$ cat src/rtl/teclado_atm.sv
// Keypad front-end for the ATM controller: debounces raw keys, forwards PIN digits and
// accumulates decimal amounts. Define TECLADO_ECO_EN to add the ECO beeper pulse output.
module teclado_atm #(
  parameter int DEBOUNCE_CYCLES = 4,
  parameter int MAX_DIGITOS     = 9
) (
  input  logic        clk,
  input  logic        rst,
  input  logic        TECLA_PRESIONADA,
  input  logic [3:0]  TECLA,
  input  logic        MODO_MONTO,
  output logic [3:0]  DIGITO,
  output logic        DIGITO_STB,
  output logic [31:0] MONTO,
  output logic        MONTO_STB,
  output logic        ERROR_ENTRADA
`ifdef TECLADO_ECO_EN
  ,
  output logic        ECO
`endif
);

  // state        | meaning
  // S_IDLE       | no key down, waiting for a press sample
  // S_CONF_PRESS | counting consecutive press samples with the same code
  // S_HELD       | key accepted, waiting for release (no auto-repeat)
  // S_CONF_REL   | counting consecutive release samples
  typedef enum logic [1:0] {
    S_IDLE,
    S_CONF_PRESS,
    S_HELD,
    S_CONF_REL
  } state_t;

  localparam int CW = $clog2(DEBOUNCE_CYCLES + 1);
  localparam int NW = $clog2(MAX_DIGITOS + 1);
  localparam logic [CW-1:0] CNT_LAST = CW'(DEBOUNCE_CYCLES - 1);
  localparam logic [NW-1:0] NDIG_MAX = NW'(MAX_DIGITOS);
  localparam logic [3:0] KEY_ENTER  = 4'hA;
  localparam logic [3:0] KEY_BORRAR = 4'hB;

  state_t          state, state_n;
  logic [CW-1:0]   cnt, cnt_n;
  logic [3:0]      code, code_n;
  logic            fire;

  logic            ev_valid;
  logic [3:0]      ev_code;
  logic            mode_q;

  logic [31:0]     acc, acc_n;
  logic [NW-1:0]   ndig, ndig_n;
  logic [3:0]      digito_n;
  logic [31:0]     monto_n;
  logic            dstb_n, mstb_n, err_n;

  always_ff @(posedge clk or posedge rst) begin
    if (rst) begin
      state    <= S_IDLE;
      cnt      <= '0;
      code     <= '0;
      ev_valid <= 1'b0;
      ev_code  <= '0;
    end else begin
      state    <= state_n;
      cnt      <= cnt_n;
      code     <= code_n;
      ev_valid <= fire;
      ev_code  <= code_n;
    end
  end

  always_comb begin
    state_n = state;
    cnt_n   = cnt;
    code_n  = code;
    fire    = 1'b0;
    case (state)
      S_IDLE: begin
        if (TECLA_PRESIONADA) begin
          code_n = TECLA;
          cnt_n  = CW'(1);
          if (DEBOUNCE_CYCLES == 1) begin
            fire    = 1'b1;
            state_n = S_HELD;
          end else begin
            state_n = S_CONF_PRESS;
          end
        end
      end
      S_CONF_PRESS: begin
        if (!TECLA_PRESIONADA) begin
          cnt_n   = '0;
          state_n = S_IDLE;
        end else if (TECLA != code) begin
          // code changed mid-bounce: restart confirmation on the new key
          code_n = TECLA;
          cnt_n  = CW'(1);
        end else if (cnt == CNT_LAST) begin
          cnt_n   = cnt + CW'(1);
          fire    = 1'b1;
          state_n = S_HELD;
        end else begin
          cnt_n = cnt + CW'(1);
        end
      end
      S_HELD: begin
        if (!TECLA_PRESIONADA) begin
          cnt_n   = CW'(1);
          state_n = (DEBOUNCE_CYCLES == 1) ? S_IDLE : S_CONF_REL;
        end
      end
      S_CONF_REL: begin
        if (TECLA_PRESIONADA) begin
          state_n = S_HELD;
        end else if (cnt == CNT_LAST) begin
          cnt_n   = '0;
          state_n = S_IDLE;
        end else begin
          cnt_n = cnt + CW'(1);
        end
      end
      default: begin
        cnt_n   = '0;
        state_n = S_IDLE;
      end
    endcase
  end

  // Mode edge clears the accumulator first; a coincident event then runs in the new mode.
  always_comb begin
    acc_n    = (MODO_MONTO != mode_q) ? 32'd0 : acc;
    ndig_n   = (MODO_MONTO != mode_q) ? '0 : ndig;
    digito_n = DIGITO;
    monto_n  = MONTO;
    dstb_n   = 1'b0;
    mstb_n   = 1'b0;
    err_n    = 1'b0;
    if (ev_valid) begin
      if (!MODO_MONTO) begin
        if (ev_code <= 4'd9) begin
          digito_n = ev_code;
          dstb_n   = 1'b1;
        end
      end else if (ev_code <= 4'd9) begin
        if (ndig_n < NDIG_MAX) begin
          acc_n  = acc_n * 32'd10 + {28'd0, ev_code};
          ndig_n = ndig_n + NW'(1);
        end else begin
          err_n = 1'b1;
        end
      end else if (ev_code == KEY_ENTER) begin
        if (ndig_n != '0) begin
          monto_n = acc_n;
          mstb_n  = 1'b1;
        end else begin
          err_n = 1'b1;
        end
        acc_n  = 32'd0;
        ndig_n = '0;
      end else if (ev_code == KEY_BORRAR) begin
        acc_n  = 32'd0;
        ndig_n = '0;
      end
    end
  end

  always_ff @(posedge clk or posedge rst) begin
    if (rst) begin
      mode_q        <= 1'b0;
      acc           <= '0;
      ndig          <= '0;
      DIGITO        <= '0;
      DIGITO_STB    <= 1'b0;
      MONTO         <= '0;
      MONTO_STB     <= 1'b0;
      ERROR_ENTRADA <= 1'b0;
    end else begin
      mode_q        <= MODO_MONTO;
      acc           <= acc_n;
      ndig          <= ndig_n;
      DIGITO        <= digito_n;
      DIGITO_STB    <= dstb_n;
      MONTO         <= monto_n;
      MONTO_STB     <= mstb_n;
      ERROR_ENTRADA <= err_n;
    end
  end

`ifdef TECLADO_ECO_EN
  // Beep on every digit/ENTER/BORRAR event, including rejected ones and in PIN mode.
  always_ff @(posedge clk or posedge rst) begin
    if (rst) begin
      ECO <= 1'b0;
    end else begin
      ECO <= ev_valid && (ev_code <= KEY_BORRAR);
    end
  end
`endif

endmodule

$ cat config.mk
export PLATFORM = sky130hd
export DESIGN_NAME = teclado_atm
export DESIGN_NICKNAME = d
export VERILOG_FILES = /design/src/rtl/teclado_atm.sv
export SDC_FILE = /design/constraint.sdc
export NUM_CORES = 1
export LEC_CHECK = 0
export ABC_AREA = 1
export BUFFER_PORTS_ARGS = -buffer_cell sky130_fd_sc_hd__clkbuf_2
export CAP_MARGIN = 20
export CORE_UTILIZATION = 45
export DETAILED_ROUTE_END_ITERATION = 6
export HOLD_SLACK_MARGIN = 0.02
export PLACE_DENSITY_LB_ADDON = 0.2
export SYNTH_ARGS = -nofsm -noshare
export SYNTH_HDL_FRONTEND = slang
export SYNTH_SLANG_ARGS = --single-unit
$ cat constraint.sdc
create_clock -name clk -period 5.3 [get_ports clk]
set_input_delay 0.265 -clock clk [delete_from_list [all_inputs] [get_ports clk]]
set_output_delay 0.265 -clock clk [all_outputs]
set_load 0.03 [all_outputs]
==> run_results.csv <==
group,metric,value,unit
sta,worst_slew_pin_slew,1.07,ns
setup_path,startpoint_of_the_most_critical_register_to_register_path,"mode_q",
floorplan,floorplan.die_area,16600,um2
global_route,grt_pass1_wl,32900,um
drt,detail_route.first_pass.iterations,6,
drt,drt-initial-drc-count,699,
synth,post_synth_xor_area_fraction,1.94,%
run,reported_max_cap_violation_count,0,
synth,mappedNetlistNets,1213,
setup_path,critical_path.max_fanout,18,
cells_and_area,antenna_cells,0,
synth,synth-warning-count,0,
global_route,grt_antenna_before_repair,0,
synth,async_reset_ff_share,100,%
sta,setup-tns-final,0,ns
drt,postRouteWirelength,20100,um
synth,synthesis.area,7230,um2
pwr,total_power,1.59,mW
global_route,grt_max_degree,64,
sta,setup_viol,0,
global_route,grt.met3_usage,2.79,%
sta,min_period_over_period,77.1,%
placed_design,detailed_place.area,7680,um2
cells_and_area,final_design_area_no_fill,7990,um2
sta,hold_ws,0.0661,ns
clocking,clkTransAtPathRegs,0.06,ns
sta,skew,0.00903,ns
synth,synth_cell_type_count,41,
drt,detail_route.wl_per_cell,14.1,um
placed_design,place.port_buffers,46,
drt,count_of_antenna_violating_nets_left_after_detailed_routing,0,
cells_and_area,fraction_of_final_layout_cells_with_drive_strength_greater_than_1,9.68,%
synth,adder_and_majority_gate_portion_of_the_synthesized_area,7.82,%
setup_path,setup.worst_path.start,"mode_q",
global_route,grt.total_usage,25.7,%
clocking,ctsResizeCount,0,
placed_design,preCtsSetupSlack,1.13,ns
setup_path,cp.required,5.51,ns
cells_and_area,area.growth.synth_to_final,10.5,%
clocking,cts_tree,"built",
status,result_of_the_run,"complete, no violations",
global_route,gr-usage-met2,40.5,%
hold_path,hp-class,"in2reg",
floorplan,core,15400,um2
synth,synth_flop_cell,"sky130_fd_sc_hd__dfrtp_1",
placed_design,globalplace.congestion,0.952,
placed_design,detailed_place_hpwl,15900,um
synth,synth-compound-area-share,10.4,%
drt,remaining_drc_errors,0,
cells_and_area,regArea,2150,um2
hold_path,hp-start,"MODO_MONTO",
sta,final_critical_path_setup_slack,1.21,ns
floorplan,start_util,46.9,%
clocking,cts_bufs_inserted,9,
cells_and_area,fillerInstances,1638,
setup_path,critical_path.endpoint_type,"flip-flop",
global_route,grt.met1_usage,36.7,%
drt,via_count,7213,
setup_path,worstSetupStartpointType,"flip-flop",
floorplan,height_of_the_die,129,um
global_route,grt_remaining_overflow,0,
clocking,clockBufferDepth,2,
clocking,clock_tree.htree_level_count,3,
setup_path,timing_worst_setup_path_type,"reg2reg",
floorplan,pin_count,47,
clocking,clockRootBuffer,"sky130_fd_sc_hd__clkbuf_16",
setup_path,critical_path_arrival,4.29,ns
pwr,power_density,199,nW/um2
pwr,static-leakage-power,4.43,nW
sta,achievable-frequency,245,MHz
synth,synth_mux_area_share,0,%
sta,finalWorstPathRequiredPeriod,4.09,ns
sta,grt_setup_unrepaired,"false",
clocking,cts.sinks,86,
synth,avgSynthCellArea,6.23,um2
cells_and_area,multiInputGateArea,4220,um2
sta,timing.max_slew.rel_slack,28.6,%
global_route,globalRoute.busiestLayer,"met2",
synth,synthSimpleGateAreaFrac,38.2,%
synth,post_synth_inst_count,1161,
global_route,first_global_vias,6621,
sta,report.final.hold_viol_count,0,
drt,number_of_vias_per_cell,5.08,
sta,timing.final.max_slew_violations,0,
clocking,insertion_delay,0.35,ns
floorplan,die_x,129,um
pwr,irDropWorstVdd,0.000237,V
floorplan,rows,45,
synth,ys_seq_elements,86,
synth,number_of_flops_mapped_to_enable_cells_by_yosys,0,
synth,largest_family_of_logic_cells_by_synthesized_area,"simple AND/OR/NAND/NOR gates",
synth,yosysSeqAreaShare,29.8,%
cells_and_area,final_nets,1257,
[area by class of cell]
type,instances,share of cell area [%]
clock buffers,11,3.04
flip-flops and latches,86,26.9
inverters,209,9.83
repair buffers,51,3.38
well taps,211,3.30
multi-input cells,848,52.8
clock inverters,4,0.689
[layer usage]
metal	up-vias	share of wire [%]
li1	3707	-
met1	3278	49
met2	199	44
met3	29	5.4
met4	0	2.0
met5	-	0
[cell usage after synthesis (all sizes together) (7+ instances only)]
| cell | instances | area (um2) |
|---|---|---|
| a21oi | 37 | 193 |
| clkbuf | 14 | 52.6 |
| dfrtp | 86 | 2150 |
| ha | 42 | 526 |
| inv | 206 | 773 |
| nand2 | 384 | 1490 |
| nand3 | 67 | 350 |
| nand4 | 18 | 113 |
| nor2 | 167 | 698 |
| nor3 | 12 | 65.1 |
| o211ai | 7 | 52.6 |
| o21ai | 69 | 345 |
| o22ai | 10 | 62.6 |
| xor2 | 12 | 105 |
[placed cells by master, fill, tap and decap left out, types with 7 or more instances in the layout]
master / synthesis / layout
sky130_fd_sc_hd__nor2_2: 10 / 10
sky130_fd_sc_hd__a21oi_1: 35 / 35
sky130_fd_sc_hd__inv_2: 11 / 11
sky130_fd_sc_hd__ha_1: 42 / 42
sky130_fd_sc_hd__o21ai_0: 68 / 68
sky130_fd_sc_hd__nand3_1: 64 / 64
sky130_fd_sc_hd__dfrtp_1: 86 / 86
sky130_fd_sc_hd__o211ai_1: 7 / 7
sky130_fd_sc_hd__clkbuf_2: 0 / 46
sky130_fd_sc_hd__o22ai_1: 10 / 10
sky130_fd_sc_hd__xor2_1: 12 / 12
sky130_fd_sc_hd__nand2_2: 17 / 18
sky130_fd_sc_hd__nand2_1: 366 / 365
sky130_fd_sc_hd__nand4_1: 18 / 18
sky130_fd_sc_hd__nor2_1: 152 / 152
sky130_fd_sc_hd__inv_1: 195 / 194
sky130_fd_sc_hd__clkbuf_16: 0 / 9
sky130_fd_sc_hd__nor3_1: 11 / 11
[stage by stage]
| stage | cells | util [%] |
|---|---|---|
| finish | 1420 | 51.8 |
| CTS | 1420 | 51.8 |
| floorplan | 1161 | - |
| detailed placement | 1404 | 49.8 |
| global route | 1420 | 51.8 |
| global placement | 1404 | 49.8 |
[flip-flops by register name, indices dropped and copies added, names as in the netlist, named ones only]
register	count
DIGITO	4
cnt	3
ev_valid	1
state	1
mode_q	1
ev_code	4
MONTO	32
DIGITO_STB	1
ndig	4
ERROR_ENTRADA	1
MONTO_STB	1
acc	32
[path summary, 6_finish.rpt]
check                            end  depth (start not counted)  slack [ns]
max in group asynchronous     acc[5]                          4        3.70
max                          acc[23]                         21        1.21
min in group asynchronous  MONTO[18]                          3        0.45
min reg2reg                MONTO[28]                          2        0.49
min                           mode_q                          1        0.07
max reg2reg                  acc[23]                         21        1.21
[where the power goes]
part,switching [mW],internal (mW),leakage (nW)
registers,0.0394,0.691,1.18
clock network,0.270,0.379,0.143
logic,0.148,0.0659,3.10
total,0.457,1.14,4.43
[cells by family after synthesis]
kind of cell | after synthesis
simple gates | 653
fa+ha+maj | 44
compound gates | 135
flops | 86
buf+inv | 227
xor+xnor | 16
[worst max-delay path, cell delays in order, from the launching register on]
cell	delay [ns]
sky130_fd_sc_hd__dfrtp_1	0.37
sky130_fd_sc_hd__nand2_1	0.06
sky130_fd_sc_hd__nand2_1	0.07
sky130_fd_sc_hd__inv_2	0.26
sky130_fd_sc_hd__nand2_1	0.21
sky130_fd_sc_hd__nor2_1	0.27
sky130_fd_sc_hd__nor2_1	0.09
sky130_fd_sc_hd__ha_1	0.31
sky130_fd_sc_hd__fa_1	0.57
sky130_fd_sc_hd__nand2_1	0.06
sky130_fd_sc_hd__inv_1	0.08
sky130_fd_sc_hd__nand2_1	0.06
sky130_fd_sc_hd__nor2_1	0.20
sky130_fd_sc_hd__nand3_1	0.20
sky130_fd_sc_hd__nor2_2	0.17
sky130_fd_sc_hd__nand4_1	0.15
sky130_fd_sc_hd__nor2_2	0.18
sky130_fd_sc_hd__nand3_2	0.14
sky130_fd_sc_hd__nor2_1	0.19
sky130_fd_sc_hd__a21oi_1	0.08
sky130_fd_sc_hd__o21ai_0	0.11
sky130_fd_sc_hd__o211ai_1	0.13
[timing repair]
item | in CTS | in global routing
hold endpoints to repair | 25 | 0
hold buffers | 1 | 0
setup buffers | 0 | 0
No activity file was read; power rests on OpenSTA's default activity.
